### src/rtl/delay_cal_pkg.sv
// delay_cal_pkg -- shared definitions for the delay-line calibration block.
//   DELAY_CODE_W / DELAY_CODE_MAX : width and top value of the delay code
//   cal_state_e                   : calibration FSM state encoding
//   lock_code()                   : maps the best passing code to the code
//                                   that is finally driven on delay_sel
// Optional feature macro: DELAY_CAL_MARGIN_EN (lock one code below the best
// passing code, saturating at 0).
package delay_cal_pkg;

  localparam int DELAY_CODE_W = 4;
  localparam logic [DELAY_CODE_W-1:0] DELAY_CODE_MAX = 4'd15;

  typedef enum logic [2:0] {
    IDLE    = 3'd0,
    SETTLE  = 3'd1,
    LAUNCH  = 3'd2,
    CAPTURE = 3'd3,
    EVAL    = 3'd4,
    DONE    = 3'd5,
    FAIL    = 3'd6
  } cal_state_e;

  function automatic logic [DELAY_CODE_W-1:0] lock_code(input logic [DELAY_CODE_W-1:0] best);
`ifdef DELAY_CAL_MARGIN_EN
    // Back off one code from the edge of the passing window for margin.
    return (best == '0) ? '0 : best - 1'b1;
`else
    return best;
`endif
  endfunction

endpackage

### src/rtl/delay_cal_sampler.sv
// delay_cal_sampler -- probe launch/capture datapath of the delay calibrator.
//   clk, rst   : clock, synchronous active-high reset
//   clear      : zero the hit and sample counters
//   launch     : toggle probe_out on this edge
//   capture    : compare probe_in with probe_out and count on this edge
//   probe_in   : delay line output
//   probe_out  : toggling test signal into the delay line
//   hit_cnt    : captures where probe_in matched probe_out
//   sample_cnt : captures taken in the current trial
module delay_cal_sampler #(
  parameter int CNT_W = 4
) (
  input  logic             clk,
  input  logic             rst,
  input  logic             clear,
  input  logic             launch,
  input  logic             capture,
  input  logic             probe_in,
  output logic             probe_out,
  output logic [CNT_W-1:0] hit_cnt,
  output logic [CNT_W-1:0] sample_cnt
);

  always_ff @(posedge clk) begin
    if (rst) begin
      probe_out  <= 1'b0;
      hit_cnt    <= '0;
      sample_cnt <= '0;
    end else begin
      if (launch) begin
        probe_out <= ~probe_out;
      end
      if (clear) begin
        hit_cnt    <= '0;
        sample_cnt <= '0;
      end else if (capture) begin
        sample_cnt <= sample_cnt + 1'b1;
        // A match means the toggle launched one cycle earlier made it
        // through the delay line within a single clock period.
        if (probe_in == probe_out) begin
          hit_cnt <= hit_cnt + 1'b1;
        end
      end
    end
  end

endmodule

### src/rtl/delay_cal_ctrl.sv
// delay_cal_ctrl -- sweeps the delay code upward from 0, probing each code
// SAMPLES times, and locks the last code at which every probe got through
// the delay line within one clock period.
//   SETTLE_CYC : cycles to wait after each delay_sel change before probing
//   SAMPLES    : probe launches per trial code (1..255)
//   clk, rst   : clock, synchronous active-high reset
//   cal_start  : one-cycle start request
//   probe_out  : test signal into the delay line
//   probe_in   : delay line output
//   delay_sel  : delay code to the delay line
//   cal_busy   : calibration in progress
//   cal_done   : level, calibration succeeded
//   cal_fail   : level, code 0 already failed
//   dbg_state  : current FSM state
// Optional feature macro: DELAY_CAL_MARGIN_EN (see delay_cal_pkg::lock_code).
//
// Start handshake: cal_start is a request with an implicit ready that is high
// only in IDLE, DONE and FAIL; a pulse is accepted on an edge where both are
// high and is silently dropped otherwise. cal_busy rises on the accepting edge.
module delay_cal_ctrl
  import delay_cal_pkg::*;
#(
  parameter int SETTLE_CYC = 4,
  parameter int SAMPLES    = 8
) (
  input  logic                    clk,
  input  logic                    rst,
  input  logic                    cal_start,
  output logic                    probe_out,
  input  logic                    probe_in,
  output logic [DELAY_CODE_W-1:0] delay_sel,
  output logic                    cal_busy,
  output logic                    cal_done,
  output logic                    cal_fail,
  output cal_state_e              dbg_state
);

  // One spare count so SAMPLES itself is representable and never wraps.
  localparam int CNT_W = $clog2(SAMPLES + 1);
  localparam int SET_W = (SETTLE_CYC > 1) ? $clog2(SETTLE_CYC) : 1;
  localparam logic [CNT_W-1:0] SAMPLES_C   = CNT_W'(SAMPLES);
  localparam logic [SET_W-1:0] SETTLE_LAST = SET_W'(SETTLE_CYC - 1);

  cal_state_e              state;
  logic [DELAY_CODE_W-1:0] code;
  logic [DELAY_CODE_W-1:0] best;
  logic [SET_W-1:0]        settle_cnt;
  logic [CNT_W-1:0]        hit_cnt;
  logic [CNT_W-1:0]        sample_cnt;
  logic                    start_ok;
  logic                    last_sample;
  logic                    trial_pass;

  assign start_ok    = cal_start && ((state == IDLE) || (state == DONE) || (state == FAIL));
  // Evaluated in CAPTURE, before this capture is counted.
  assign last_sample = (sample_cnt == SAMPLES_C - 1'b1);
  assign trial_pass  = (hit_cnt == SAMPLES_C);
  assign dbg_state   = state;

  delay_cal_sampler #(
    .CNT_W (CNT_W)
  ) u_sampler (
    .clk        (clk),
    .rst        (rst),
    .clear      (start_ok || (state == EVAL)),
    .launch     (state == LAUNCH),
    .capture    (state == CAPTURE),
    .probe_in   (probe_in),
    .probe_out  (probe_out),
    .hit_cnt    (hit_cnt),
    .sample_cnt (sample_cnt)
  );

  always_ff @(posedge clk) begin
    if (rst) begin
      state      <= IDLE;
      code       <= '0;
      best       <= '0;
      settle_cnt <= '0;
      delay_sel  <= '0;
      cal_busy   <= 1'b0;
      cal_done   <= 1'b0;
      cal_fail   <= 1'b0;
    end else begin
      case (state)
        IDLE, DONE, FAIL: begin
          if (start_ok) begin
            state      <= SETTLE;
            code       <= '0;
            best       <= '0;
            settle_cnt <= '0;
            delay_sel  <= '0;
            cal_busy   <= 1'b1;
            cal_done   <= 1'b0;
            cal_fail   <= 1'b0;
          end else if (state == DONE) begin
            delay_sel <= lock_code(best);
          end
        end
        SETTLE: begin
          if (settle_cnt == SETTLE_LAST) begin
            settle_cnt <= '0;
            state      <= LAUNCH;
          end else begin
            settle_cnt <= settle_cnt + 1'b1;
          end
        end
        LAUNCH: begin
          state <= CAPTURE;
        end
        CAPTURE: begin
          state <= last_sample ? EVAL : LAUNCH;
        end
        EVAL: begin
          if (trial_pass && (code != DELAY_CODE_MAX)) begin
            best      <= code;
            code      <= code + 1'b1;
            delay_sel <= code + 1'b1;
            state     <= SETTLE;
          end else if (trial_pass) begin
            best      <= DELAY_CODE_MAX;
            delay_sel <= lock_code(DELAY_CODE_MAX);
            cal_busy  <= 1'b0;
            cal_done  <= 1'b1;
            state     <= DONE;
          end else if (code != '0) begin
            // Sweep stops at the first failing code.
            best      <= code - 1'b1;
            delay_sel <= lock_code(code - 1'b1);
            cal_busy  <= 1'b0;
            cal_done  <= 1'b1;
            state     <= DONE;
          end else begin
            delay_sel <= '0;
            cal_busy  <= 1'b0;
            cal_fail  <= 1'b1;
            state     <= FAIL;
          end
        end
        default: begin
          state <= IDLE;
        end
      endcase
    end
  end

endmodule

### config.mk
export PLATFORM = sky130hd
export DESIGN_NAME = delay_cal_ctrl
export DESIGN_NICKNAME = d
export VERILOG_FILES = /design/src/rtl/delay_cal_pkg.sv /design/src/rtl/delay_cal_sampler.sv /design/src/rtl/delay_cal_ctrl.sv
export SDC_FILE = /design/constraint.sdc
export NUM_CORES = 1
export LEC_CHECK = 0
export BUFFER_PORTS_ARGS = -buffer_cell sky130_fd_sc_hd__buf_2
export CAP_MARGIN = 0
export CORE_AREA = 2 2 61 57
export CTS_CLUSTER_SIZE = 24
export DETAILED_ROUTE_END_ITERATION = 12
export DIE_AREA = 0 0 63 59
export HOLD_SLACK_MARGIN = 0.05
export PLACE_DENSITY = 0.76
export SYNTH_ARGS = -nofsm -noshare
export SYNTH_HDL_FRONTEND = slang
export SYNTH_HIERARCHICAL = 1
export SYNTH_SLANG_ARGS = --single-unit
### constraint.sdc
create_clock -name clk -period 2.1 [get_ports clk]
set_clock_uncertainty 0.1 [all_clocks]
set_input_delay 0.105 -clock clk [delete_from_list [all_inputs] [get_ports clk]]
set_output_delay 0.105 -clock clk [all_outputs]
set_load 0.02 [all_outputs]
==> summary.txt, run 1 <==
Hold path
  – Worst Hold Path Cells: 2
  – Hold worst-path end: u_sampler/probe_out$_SDFFE_PP0P_
  – Min-delay src: rst
  – Hold crit path type: in -> reg

Final layout
  – Antenna diodes: 0
  – Non-Filler Instances: 265
  – # fillers: 277
  – Layout cell share with drive strength beyond 1: 17.5%
  – Leading cell types in the layout, fill and taps excluded: dfxtp_1, a21oi_1, nor2_1
  – Register area: 581 um^2
  – Layout Nets: 233
  – Most common cell after layout, fill and taps aside: dfxtp_1
  – Layout area overhead: 11.2%
  – Multi-input gate area: 1020 um^2

Critical path
  – Crit path largest cell delay: 0.46 ns
  – Worst r2r src: code[0]$_SDFFE_PP0P_
  – Kind of critical path: reg -> reg
  – Internal reg-to-reg setup slack: 0.13 ns
  – Crit path DAT: 2.13 ns
  – Critical Path Slowest Stage Cell: nor3b_2
  – CP endpoint kind: flip-flop
  – Startpoint Class: flip-flop
  – Crit Path Max Fanout: 9
  – Critical-path cell list: inv_1, ha_1, nor3b_2, nand3_1, a21oi_1, a32o_1
  – FF-to-FF path depth: 6
  – Worst EP required: about 2.3 ns
  – RR Endpoint: best[1]$_SDFFE_PP0P_

Power
  – Comb pwr share: 16.1%
  – Cell leakage power: between 0.7 and 0.8 nW
  – Clock power share: 30.8%
  – Peak VDD IR: 0.443 mV
  – PD cells: 578 nW/um^2
  – Sw Ratio: 27.6%
  – Flop pwr share: 53.0%
  – P_int: 0.798 mW
  – Switch Pwr: 0.303 mW

Drt
  – Drt first pass iters: 4
  – Vias: 1621
  – Iter 0 DRT Violations: between 100 and 150
  – Routed WL per cell: 14.9 um
  – Via-to-Cell Ratio: 6.12
  – Final WL: 3.96 mm
  – ANT nets after route: 0
  – # DRC: 0

Clocking
  – CTS Buf Count: 5
  – Depth of the CTS H-tree: 2
  – Clk buf depth: 2
  – Post-cts hold buffer count: 1
  – Root buffer cell: clkbuf_4
  – Clock sinks: 29
  – Reg clk slew, reported paths: roughly 0.090 ns
  – Worst skew pair latency: between 0.3 and 0.4 ns
  – Postcts setup bufs: 0
  – TritonCTS clock tree: done
  – Post-CTS resize count: 0

Logic synthesis
  – Mapped Nets: 214
  – Library cells used by synthesis: 55
  – EDFF count, synth: 0
  – Seq/Total Area, Yosys: approximately 34%
  – Synthesized instance count: ~200
  – Async set-reset flop share out of synthesis: 0%
  – Average cell area after synthesis: 8.40 um^2
  – Mapped Area: 1710 um^2
  – Ys Warns: 6
  – Top FF cell, synth: dfxtp_1
  – Yosys reg bits: 29
  – Area share of the largest cell type after synthesis: between 30% and 40%
  – Top cells by area, synth: dfxtp_1, a21oi_1, ha_1
  – Yosys top cell by area: dfxtp_1

Global route
  – First-pass GRT wire length: 6.98 mm
  – Number of global-route vias before repair: approximately 1600
  – Grt ovf: 0
  – Largest net degree at the start of global routing: 23
  – Antenna violations before repair: 0
  – GRT Overall Usage: 23.8%

Die
  – Die W: 63 um
  – Placement row count: 19
  – Initial core utilization: 56.8%
  – Core ar.: 3020 um^2
  – Die Y: 59 um
  – Die Area: 3720 um^2
  – I/O Pins: 15

Placed design
  – Routability congestion estimate: 0.867
  – Port bufs: 14
  – Dpl cells: 257
  – Hpwl dp: 2.94 mm
  – Post-Place Worst Slack: 0.193 ns

Timing
  – Setup ws final: 0.131 ns
  – Fmax: 0.508 GHz
  – Finish-stage setup viols: 0
  – Slew Viols, Final: 0
  – Final setup TNS: 0 ns
  – Max-slew headroom: 66.5%
  – Final Hold Viols: 0
  – Final Cycle Share: 93.8%
  – Min Clock Period, post-route: approximately 2.0 ns
  – Slew @ Worst Pin: 0.500 ns
  – RSZ-0062 raised after global routing: no

Job
  – Max Cap Violations: 0

Status
  – Outcome: finished clean
[layer usage]
| layer | routed length [um] | global-route usage, % | vias to the layer above | part of all wire, % |
|---|---|---|---|---|
| li1 | - | - | 791 | - |
| met1 | 1780 | 29.9 | 765 | 45 |
| met4 | 65 | 9.52 | 0 | 1.6 |
| met5 | 0 | 0 | - | 0 |
| met2 | 1880 | 40.9 | 57 | 48 |
| met3 | 223 | 4.56 | 8 | 5.6 |
[state kept, by name (all words and copies together) (netlist names)]
register,cells
best,4
code,4
delay_sel,4
u_sampler/hit_cnt,4
u_sampler/sample_cnt,4
dbg_state,3
settle_cnt,2
cal_busy,1
cal_done,1
cal_fail,1
u_sampler/probe_out,1
[critical path: cells and delay by family (launching register included)]
family	cells	cell delay [ns]
buffers and inverters	1	0.14
DFF	1	0.38
AOI/OAI and AO/OA	2	0.44
adders and majority gates	1	0.21
and+or+nand+nor	2	0.64
[kinds of logic (layout without fill, tap and decap cells)]
logic type / count (synthesis) / after routing / synth area share, %
flip-flops: 29 / 29 / 33.9
adder cells (fa/ha/maj): 6 / 6 / 4.38
XOR/XNOR: 9 / 9 / 4.60
AND/OR/NAND/NOR: 69 / 69 / 23.1
buffers and inverters: 22 / 41 / 6.35
multiplexers: 4 / 4 / 2.41
AO/OA/AOI/OAI: 65 / 65 / 25.3
[per-stage QoR]
| stage | total power [mW] | utilization [%] | instance area [um^2] | hold WS, ns |
|---|---|---|---|---|
| after floorplan | 0.722 | - | 1710 | 0.0774 |
| after global placement | 0.766 | 61.0 | 1840 | 0.317 |
| after detailed placement | 0.773 | 61.0 | 1840 | 0.340 |
| after CTS | 1.11 | 63.1 | 1910 | 0.0814 |
| after global routing | 1.16 | 63.1 | 1910 | 0.108 |
| final | 1.10 | 63.1 | 1910 | 0.0955 |
[Yosys cell counts, types with 5 or more instances]
| master | number |
|---|---|
| o211ai_1 | 5 |
| nand2b_1 | 5 |
| nor2_1 | 15 |
| xnor2_1 | 5 |
| a21oi_1 | 16 |
| nor3_1 | 5 |
| nand2_1 | 9 |
| a31oi_1 | 5 |
| o21ai_0 | 11 |
| ha_1 | 6 |
| inv_1 | 8 |
| clkbuf_1 | 7 |
| dfxtp_1 | 29 |
| nand3_1 | 9 |
[power by group through the flow]
stage          Combinational [mW]  Sequential (mW)  Clock, mW
2_1_floorplan               0.114            0.608          0
3_3_place_gp                0.170            0.595          0
3_5_place_dp                0.176            0.597          0
4_1_cts                     0.178            0.584      0.349
5_1_grt                     0.196            0.588      0.377
6_report                    0.178            0.584      0.340
[worst max path at each step]
stage	from	to	slack, ns	depth (start not counted)
detailed placement	code[0]$_SDFFE_PP0P_	best[1]$_SDFFE_PP0P_	0.19	6
global placement	code[0]$_SDFFE_PP0P_	best[2]$_SDFFE_PP0P_	0.30	6
CTS	code[0]$_SDFFE_PP0P_	best[1]$_SDFFE_PP0P_	0.18	6
global route	code[0]$_SDFFE_PP0P_	best[1]$_SDFFE_PP0P_	0.02	6
finish	code[0]$_SDFFE_PP0P_	best[1]$_SDFFE_PP0P_	0.13	6
floorplan	dbg_state[2]$_SDFFE_PP0P_	u_sampler/hit_cnt[0]$_SDFFE_PP0P_	0.23	7
[cell type report]
type | count | share of cell area [%]
Multi-Input combinational cell | 153 | 53.8
Clock buffer | 7 | 2.89
Inverter | 8 | 1.58
Timing Repair Buffer | 26 | 8.54
Tap cell | 42 | 2.76
Sequential cell | 29 | 30.5
Power figures use the tool's default switching activity.
==> run 2, diff against run 1 <==
Settings changed: PLACE_DENSITY 0.76 to 0.75.
==> run 2 against run 1 <==
Against the previous run:
- die area is the same
- maximum frequency up 2.7%
- register-to-register slack improved by 0.05 ns
- flip-flop and latch count stayed put
- non-clock buffer count decreased by 1
- critical endpoint is now u_sampler/hit_cnt[2]$_SDFFE_PP0P_
==> summary.txt, run 2 (synthesis results as in run 1) <==
Status
  – Outcome: finished clean

Final layout
  – Layout Nets: 232 (-0.43%)
  – Layout area overhead: 10.7%
  – Most common cell after layout, fill and taps aside: dfxtp_1
  – Leading cell types in the layout, fill and taps excluded: dfxtp_1, a21oi_1, nor2_1
  – # fillers: 281 (+1.4%)
  – Layout cell share with drive strength beyond 1: 16.6% (-0.90 points)
  – Antenna diodes: 0 (unchanged)

Critical path
  – Crit path DAT: 2.06 ns (-0.07 ns)
  – FF-to-FF path depth: 5 (-1)
  – Worst r2r src: dbg_state[0]$_SDFFE_PP0P_
  – Internal reg-to-reg setup slack: 0.18 ns (+0.05 ns)
  – Critical-path cell list: o21ba_2, a211oi_2, inv_1, or3_1, o31ai_1
  – Critical Path Slowest Stage Cell: dfxtp_1
  – CP top delay family: compound AO/OA/AOI/OAI gates
  – Startpoint Class: flip-flop
  – CP endpoint kind: flip-flop
  – Worst EP required: 2.25 ns (about the same)
  – RR Endpoint: u_sampler/hit_cnt[2]$_SDFFE_PP0P_
  – Crit Path Max Fanout: 8 (-1)
  – Critical path buffers and inverters: 1 (unchanged)
  – Crit path largest cell delay: 0.50 ns (+0.04 ns)
  – Kind of critical path: reg -> reg

Placed design
  – Routability congestion estimate: 0.869 (+0.32%)
  – Port bufs: 14 (unchanged)
  – Hpwl dp: 2.92 mm (-0.57%)

Die
  – Placement row count: 19 (unchanged)
  – I/O Pins: 15 (unchanged)
  – Initial core utilization: 56.8% (unchanged)
  – Die Y: 59 um (unchanged)
  – Die Area: 3720 um^2 (unchanged)
  – Core ar.: 3020 um^2 (unchanged)
  – Die W: 63 um (unchanged)

Clocking
  – Worst skew pair latency: 0.34 ns (+0.02 ns)
  – Reg clk slew, reported paths: 0.09 ns (about the same)
  – Postcts setup bufs: 0 (unchanged)
  – Clk buf depth: 2 (unchanged)
  – TritonCTS clock tree: done
  – CTS Buf Count: 5 (unchanged)
  – Clock sinks: 29 (unchanged)
  – Root buffer cell: clkbuf_4
  – Depth of the CTS H-tree: 2 (unchanged)

Drt
  – ANT nets after route: 0 (unchanged)
  – Routed WL per cell: 15.3 um (+2.3%)
  – Iter 0 DRT Violations: 120 (-13%)
  – # DRC: 0 (unchanged)
  – Drt first pass iters: 5 (+1)
  – Final WL: 4.05 mm (+2.3%)
  – Vias: 1599 (-1.4%)
  – Via-to-Cell Ratio: 6.03 (-1.4%)

Timing
  – Max-slew headroom: 67.1% (+0.61 points)
  – Final Cycle Share: 91.3% (-2.5 points)
  – Final setup TNS: 0 ns (unchanged)
  – Final Hold Viols: 0 (unchanged)
  – RSZ-0062 raised after global routing: no
  – Finish-stage setup viols: 0 (unchanged)
  – Fmax: 0.522 GHz (+2.7%)
  – Slew Viols, Final: 0 (unchanged)
  – Slew @ Worst Pin: 0.492 ns (-0.00758 ns)
  – Min Clock Period, post-route: 1.92 ns (-0.0524 ns)

Power
  – Total power: 1.09 mW (-1.5%)
  – Peak VDD IR: 0.384 mV (-13%)
  – PD cells: 572 nW/um^2 (-1.1%)
  – Cell leakage power: 0.740 nW (-0.79%)

Global route
  – Number of global-route vias before repair: 1441 (-7.5%)
  – Grt met1 use: 30.5% (+0.62 points)
  – Met3 Usage GRT: 8.56% (+4.0 points)
  – Largest net degree at the start of global routing: 23 (unchanged)
  – GRT Overall Usage: 24.5% (+0.66 points)
  – Grt ovf: 0 (unchanged)
  – Met2 GRT Util: 39.8% (-1.1 points)
  – Antenna violations before repair: 0 (unchanged)
  – First-pass GRT wire length: 6.96 mm (-0.29%)
  – Most used routing layer: met2

Hold path
  – Min-delay src: rst
  – Hold worst-path end: u_sampler/probe_out$_SDFFE_PP0P_
  – Hold crit path type: in -> reg
  – Worst Hold Path Cells: 2 (unchanged)

Job
  – Max Cap Violations: 0 (unchanged)
-- run 2: cell count changes in the layout (fill, tap and decap cells not counted) --
cell	delta
buf_4	-1
clkbuf_1	+2
clkbuf_8	-1
nor3b_2	-1
nor3b_4	+1
-- run 2: what timing repair did --
item                                    4_1_cts  5_1_grt
hold buffers                                  1        0
endpoints found under the hold margin         1        0
endpoints found under the setup margin        0        5
gates resized for setup                       0        1
-- run 2: cell type report --
type,count,area [um^2],area share (%)
Inverter,8,30.0,1.58
Sequential cell,29,581,30.6
Tap cell,42,52.6,2.77
Timing Repair Buffer,25,155,8.17
Multi-Input combinational cell,153,1030,54.3
Clock buffer,8,48.8,2.57
-- run 2: stage by stage --
stage	std cells	hold WS, ns	worst slack, ns	area, um^2	utilization, %
final	265	0.0881	0.183	1900	62.9
after global routing	265	0.0814	0.0180	1900	62.9
after CTS	265	0.0701	0.142	1890	62.7
after detailed placement	256	0.332	0.171	1830	60.7
after global placement	256	0.317	0.273	1830	60.7
after floorplan	204	0.0774	0.233	1710	-
-- run 2: layer usage --
metal	share of wire [%]	wire length (um)
met1	45	1810
met2	48	1950
met3	5.4	219
met4	1.8	72
met5	0	0
-- run 2: how the worst max path moves through the flow --
stage,slack [ns],cells past startpoint,to,start
floorplan,0.23,7,u_sampler/hit_cnt[0]$_SDFFE_PP0P_,dbg_state[2]$_SDFFE_PP0P_
global placement,0.27,6,best[2]$_SDFFE_PP0P_,code[0]$_SDFFE_PP0P_
detailed placement,0.17,6,best[1]$_SDFFE_PP0P_,code[0]$_SDFFE_PP0P_
CTS,0.14,6,best[1]$_SDFFE_PP0P_,code[0]$_SDFFE_PP0P_
global route,0.02,5,best[0]$_SDFFE_PP0P_,code[0]$_SDFFE_PP0P_
finish,0.18,5,u_sampler/hit_cnt[2]$_SDFFE_PP0P_,dbg_state[0]$_SDFFE_PP0P_
-- run 2: where the power goes --
part	switching, mW	leakage (nW)	internal (mW)
registers	0.0183	0.235	0.567
logic	0.107	0.479	0.0727
clock network	0.187	0.0265	0.133
==> run 3, diff against run 2 <==
Settings changed: CORE_AREA 2 2 61 57 to 2 2 60 57, DIE_AREA 0 0 63 59 to 0 0 62 59, SYNTH_HIERARCHICAL 1 to default.
==> run 3 against run 2 <==
Against the previous run:
- combinational power down 29%
- setup slack better by 0.033 ns
- non-clock buffer count down 7
- register-to-register slack better by 0.03 ns
- synthesized cell count down 0.98%
- clock-buffer cell count down 1
- critical path type unchanged
- largest power group unchanged
- critical path depth up 1
- clock power up 7.8%
- cell count down 3.4%
- flip-flop and latch count unchanged
- via count down 7.1%
==> summary.txt, run 3 <==
Timing
  – Fmax: 0.531 GHz (+1.7%)
  – Slew Viols, Final: 0 (unchanged)
  – Min Clock Period, post-route: 1.88 ns (-0.0328 ns)
  – Slew @ Worst Pin: 0.500 ns (+0.00749 ns)
  – Max-slew headroom: 66.7% (-0.45 points)
  – Finish-stage setup viols: 0 (unchanged)
  – Worst Hold Slack: 0.0708 ns (-0.0173 ns)
  – Final Hold Viols: 0 (unchanged)
  – RSZ-0062 raised after global routing: no
  – Final Cycle Share: 89.7% (-1.6 points)
  – Final setup TNS: 0 ns (unchanged)

Final layout
  – Layout cell share with drive strength beyond 1: 15.9% (-0.70 points)
  – Most common cell after layout, fill and taps aside: dfxtp_1
  – Antenna diodes: 0 (unchanged)
  – Leading cell types in the layout, fill and taps excluded: dfxtp_1, a21oi_1, nor2_1
  – Non-Filler Instances: 256 (-3.4%)
  – Layout Nets: 225 (-3.0%)
  – Layout area overhead: 7.81%

Critical path
  – Worst EP required: 2.24 ns (about the same)
  – WP depth: 6 (+1)
  – Critical path buffers and inverters: 1 (unchanged)
  – Kind of critical path: reg -> reg
  – Critical Path Slowest Stage Cell: dfxtp_1
  – Crit path largest cell delay: 0.47 ns (-0.03 ns)
  – Crit Path Max Fanout: 8 (unchanged)
  – Startpoint Class: flip-flop
  – Internal reg-to-reg setup slack: 0.22 ns (+0.03 ns)
  – Crit path DAT: 2.02 ns (-0.04 ns)
  – Critical-path cell list: inv_1, ha_1, nor3b_2, a21oi_4, o211ai_2, a311oi_2
  – Worst r2r src: code[0]$_SDFFE_PP0P_
  – CP endpoint kind: flip-flop
  – FF-to-FF path depth: 6 (+1)
  – RR Endpoint: delay_sel[3]$_SDFFE_PP0P_
  – CP top delay family: compound AO/OA/AOI/OAI gates

Job
  – Max Cap Violations: 0 (unchanged)

Global route
  – GRT Overall Usage: 23.7% (-0.79 points)
  – Antenna violations before repair: 0 (unchanged)
  – Number of global-route vias before repair: 1453 (+0.83%)
  – Largest net degree at the start of global routing: 23 (unchanged)
  – First-pass GRT wire length: 6.35 mm (-8.7%)
  – Grt ovf: 0 (unchanged)

Logic synthesis
  – Ys Warns: 0 (-6)
  – Top FF cell, synth: dfxtp_1
  – Most common cell in the netlist: dfxtp_1
  – Post-synth top cells: dfxtp_1, a21oi_1, nor2_1, nand2_1, o21ai_1
  – Mapped Nets: 213 (-0.47%)
  – Synthesized instance count: 202 (-0.98%)
  – Seq/Total Area, Yosys: 34.5% (+0.66 points)
  – Yosys top cell by area: dfxtp_1
  – Library cells used by synthesis: 49 (-11%)
  – Top cells by area, synth: dfxtp_1, a21oi_1, ha_1
  – EDFF count, synth: 0 (unchanged)
  – Async set-reset flop share out of synthesis: 0% (unchanged)
  – Average cell area after synthesis: 8.32 um^2 (-0.93%)
  – Mapped Area: 1680 um^2 (-1.9%)
  – Yosys reg bits: 29 (unchanged)
  – Area share of the largest cell type after synthesis: 34.5% (+0.66 points)

Hold path
  – Hold crit path type: in -> reg
  – Min-delay src: cal_start
  – Worst Hold Path Cells: 3 (+1)
  – Hold worst-path end: dbg_state[2]$_SDFFE_PP0P_

Clocking
  – Worst skew pair latency: 0.33 ns (about the same)
  – TritonCTS clock tree: done
  – Post-CTS resize count: 0 (unchanged)
  – Postcts setup bufs: 0 (unchanged)
  – Clock sinks: 29 (unchanged)
  – Root buffer cell: clkbuf_4
  – CTS Buf Count: 5 (unchanged)
  – Depth of the CTS H-tree: 2 (unchanged)
  – Clk buf depth: 2 (unchanged)
  – Reg clk slew, reported paths: 0.08 ns (about the same)
  – Post-cts hold buffer count: 0 (-1)

Placed design
  – Routability congestion estimate: 0.845 (-2.8%)
  – Dpl cells: 249 (-2.7%)
  – Port bufs: 14 (unchanged)
  – Hpwl dp: 2.69 mm (-8.1%)

Drt
  – Drt first pass iters: 5 (unchanged)
  – Via-to-Cell Ratio: 5.80 (-3.8%)
  – Vias: 1486 (-7.1%)
  – Final WL: 3.76 mm (-7.1%)
  – ANT nets after route: 0 (unchanged)
  – Routed WL per cell: 14.7 um (-3.8%)
  – # DRC: 0 (unchanged)
  – Iter 0 DRT Violations: 114 (-5.0%)

Die
  – Initial core utilization: 56.6% (-0.19 points)
  – Placement row count: 19 (unchanged)
  – Die W: 62 um (-1.6%)
  – Die Y: 59 um (unchanged)
  – I/O Pins: 15 (unchanged)
  – Die Area: 3660 um^2 (-1.6%)
  – Core ar.: 2970 um^2 (-1.6%)

Status
  – Outcome: finished clean

Power
  – Peak VDD IR: 0.366 mV (-4.7%)
  – Cell leakage power: 0.671 nW (-9.3%)
  – PD cells: 580 nW/um^2 (+1.4%)
-- run 3: tightest hold or removal path, cell delays in order --
cell and delay, ns:
buf_2 0.16, nand3b_1 0.13, a21oi_1 0.06
-- run 3: cells by family (layout without fill, tap and decap cells) --
logic type	Yosys count	in the layout	share of synthesized area [%]
buffers and inverters	21	33	6.40
XOR/XNOR	13	13	6.77
AND/OR/NAND/NOR	66	66	21.7
AO/OA/AOI/OAI	65	65	24.8
flip-flops	29	29	34.5
adder cells (fa/ha/maj)	7	7	5.21
multiplexers	1	1	0.595
-- run 3: layout make-up --
type / count / area [um^2]
fillers: 276 / 1160
multi-input cells: 152 / 995
flip-flops and latches: 29 / 581
repair buffers: 18 / 100
clock buffers: 7 / 55.1
well taps: 42 / 52.6
inverters: 8 / 30.0
-- run 3: layer usage --
metal  vias up  part of all wire [%]  global-route usage (%)
li1        746                     -                       -
met1       692                    45                    29.9
met2        43                    48                    37.5
met3         5                   5.8                    7.64
met4         0                   1.4                    8.51
met5         -                     0                       0
-- run 3: power breakdown --
group / switching, mW / leakage, nW / internal, mW / total (mW)
Sequential: 0.0137 / 0.235 / 0.565 / 0.579
Combinational: 0.0808 / 0.405 / 0.0472 / 0.128
Clock: 0.187 / 0.0314 / 0.158 / 0.345
-- run 3: worst max-delay path by stage --
stage | start | to | slack, ns
2_1_floorplan | code[0]$_SDFFE_PP0P_ | delay_sel[3]$_SDFFE_PP0P_ | 0.49
3_3_place_gp | code[0]$_SDFFE_PP0P_ | best[1]$_SDFFE_PP0P_ | 0.27
3_5_place_dp | code[0]$_SDFFE_PP0P_ | best[2]$_SDFFE_PP0P_ | 0.20
4_1_cts | code[0]$_SDFFE_PP0P_ | dbg_state[1]$_SDFFE_PP0P_ | 0.18
5_1_grt | dbg_state[0]$_SDFFE_PP0P_ | u_sampler.hit_cnt[1]$_SDFFE_PP0P_ | 0.04
6_report | code[0]$_SDFFE_PP0P_ | delay_sel[3]$_SDFFE_PP0P_ | 0.22
-- run 3: through the flow --
step / utilization [%] / area, um^2 / worst slack, ns / total power [mW]
6_report: 61.0 / 1810 / 0.216 / 1.05
3_5_place_dp: 59.1 / 1760 / 0.201 / 0.719
3_3_place_gp: 59.1 / 1760 / 0.267 / 0.714
2_1_floorplan: - / 1680 / 0.487 / 0.689
4_1_cts: 61.0 / 1810 / 0.185 / 1.06
5_1_grt: 61.0 / 1810 / 0.0409 / 1.09
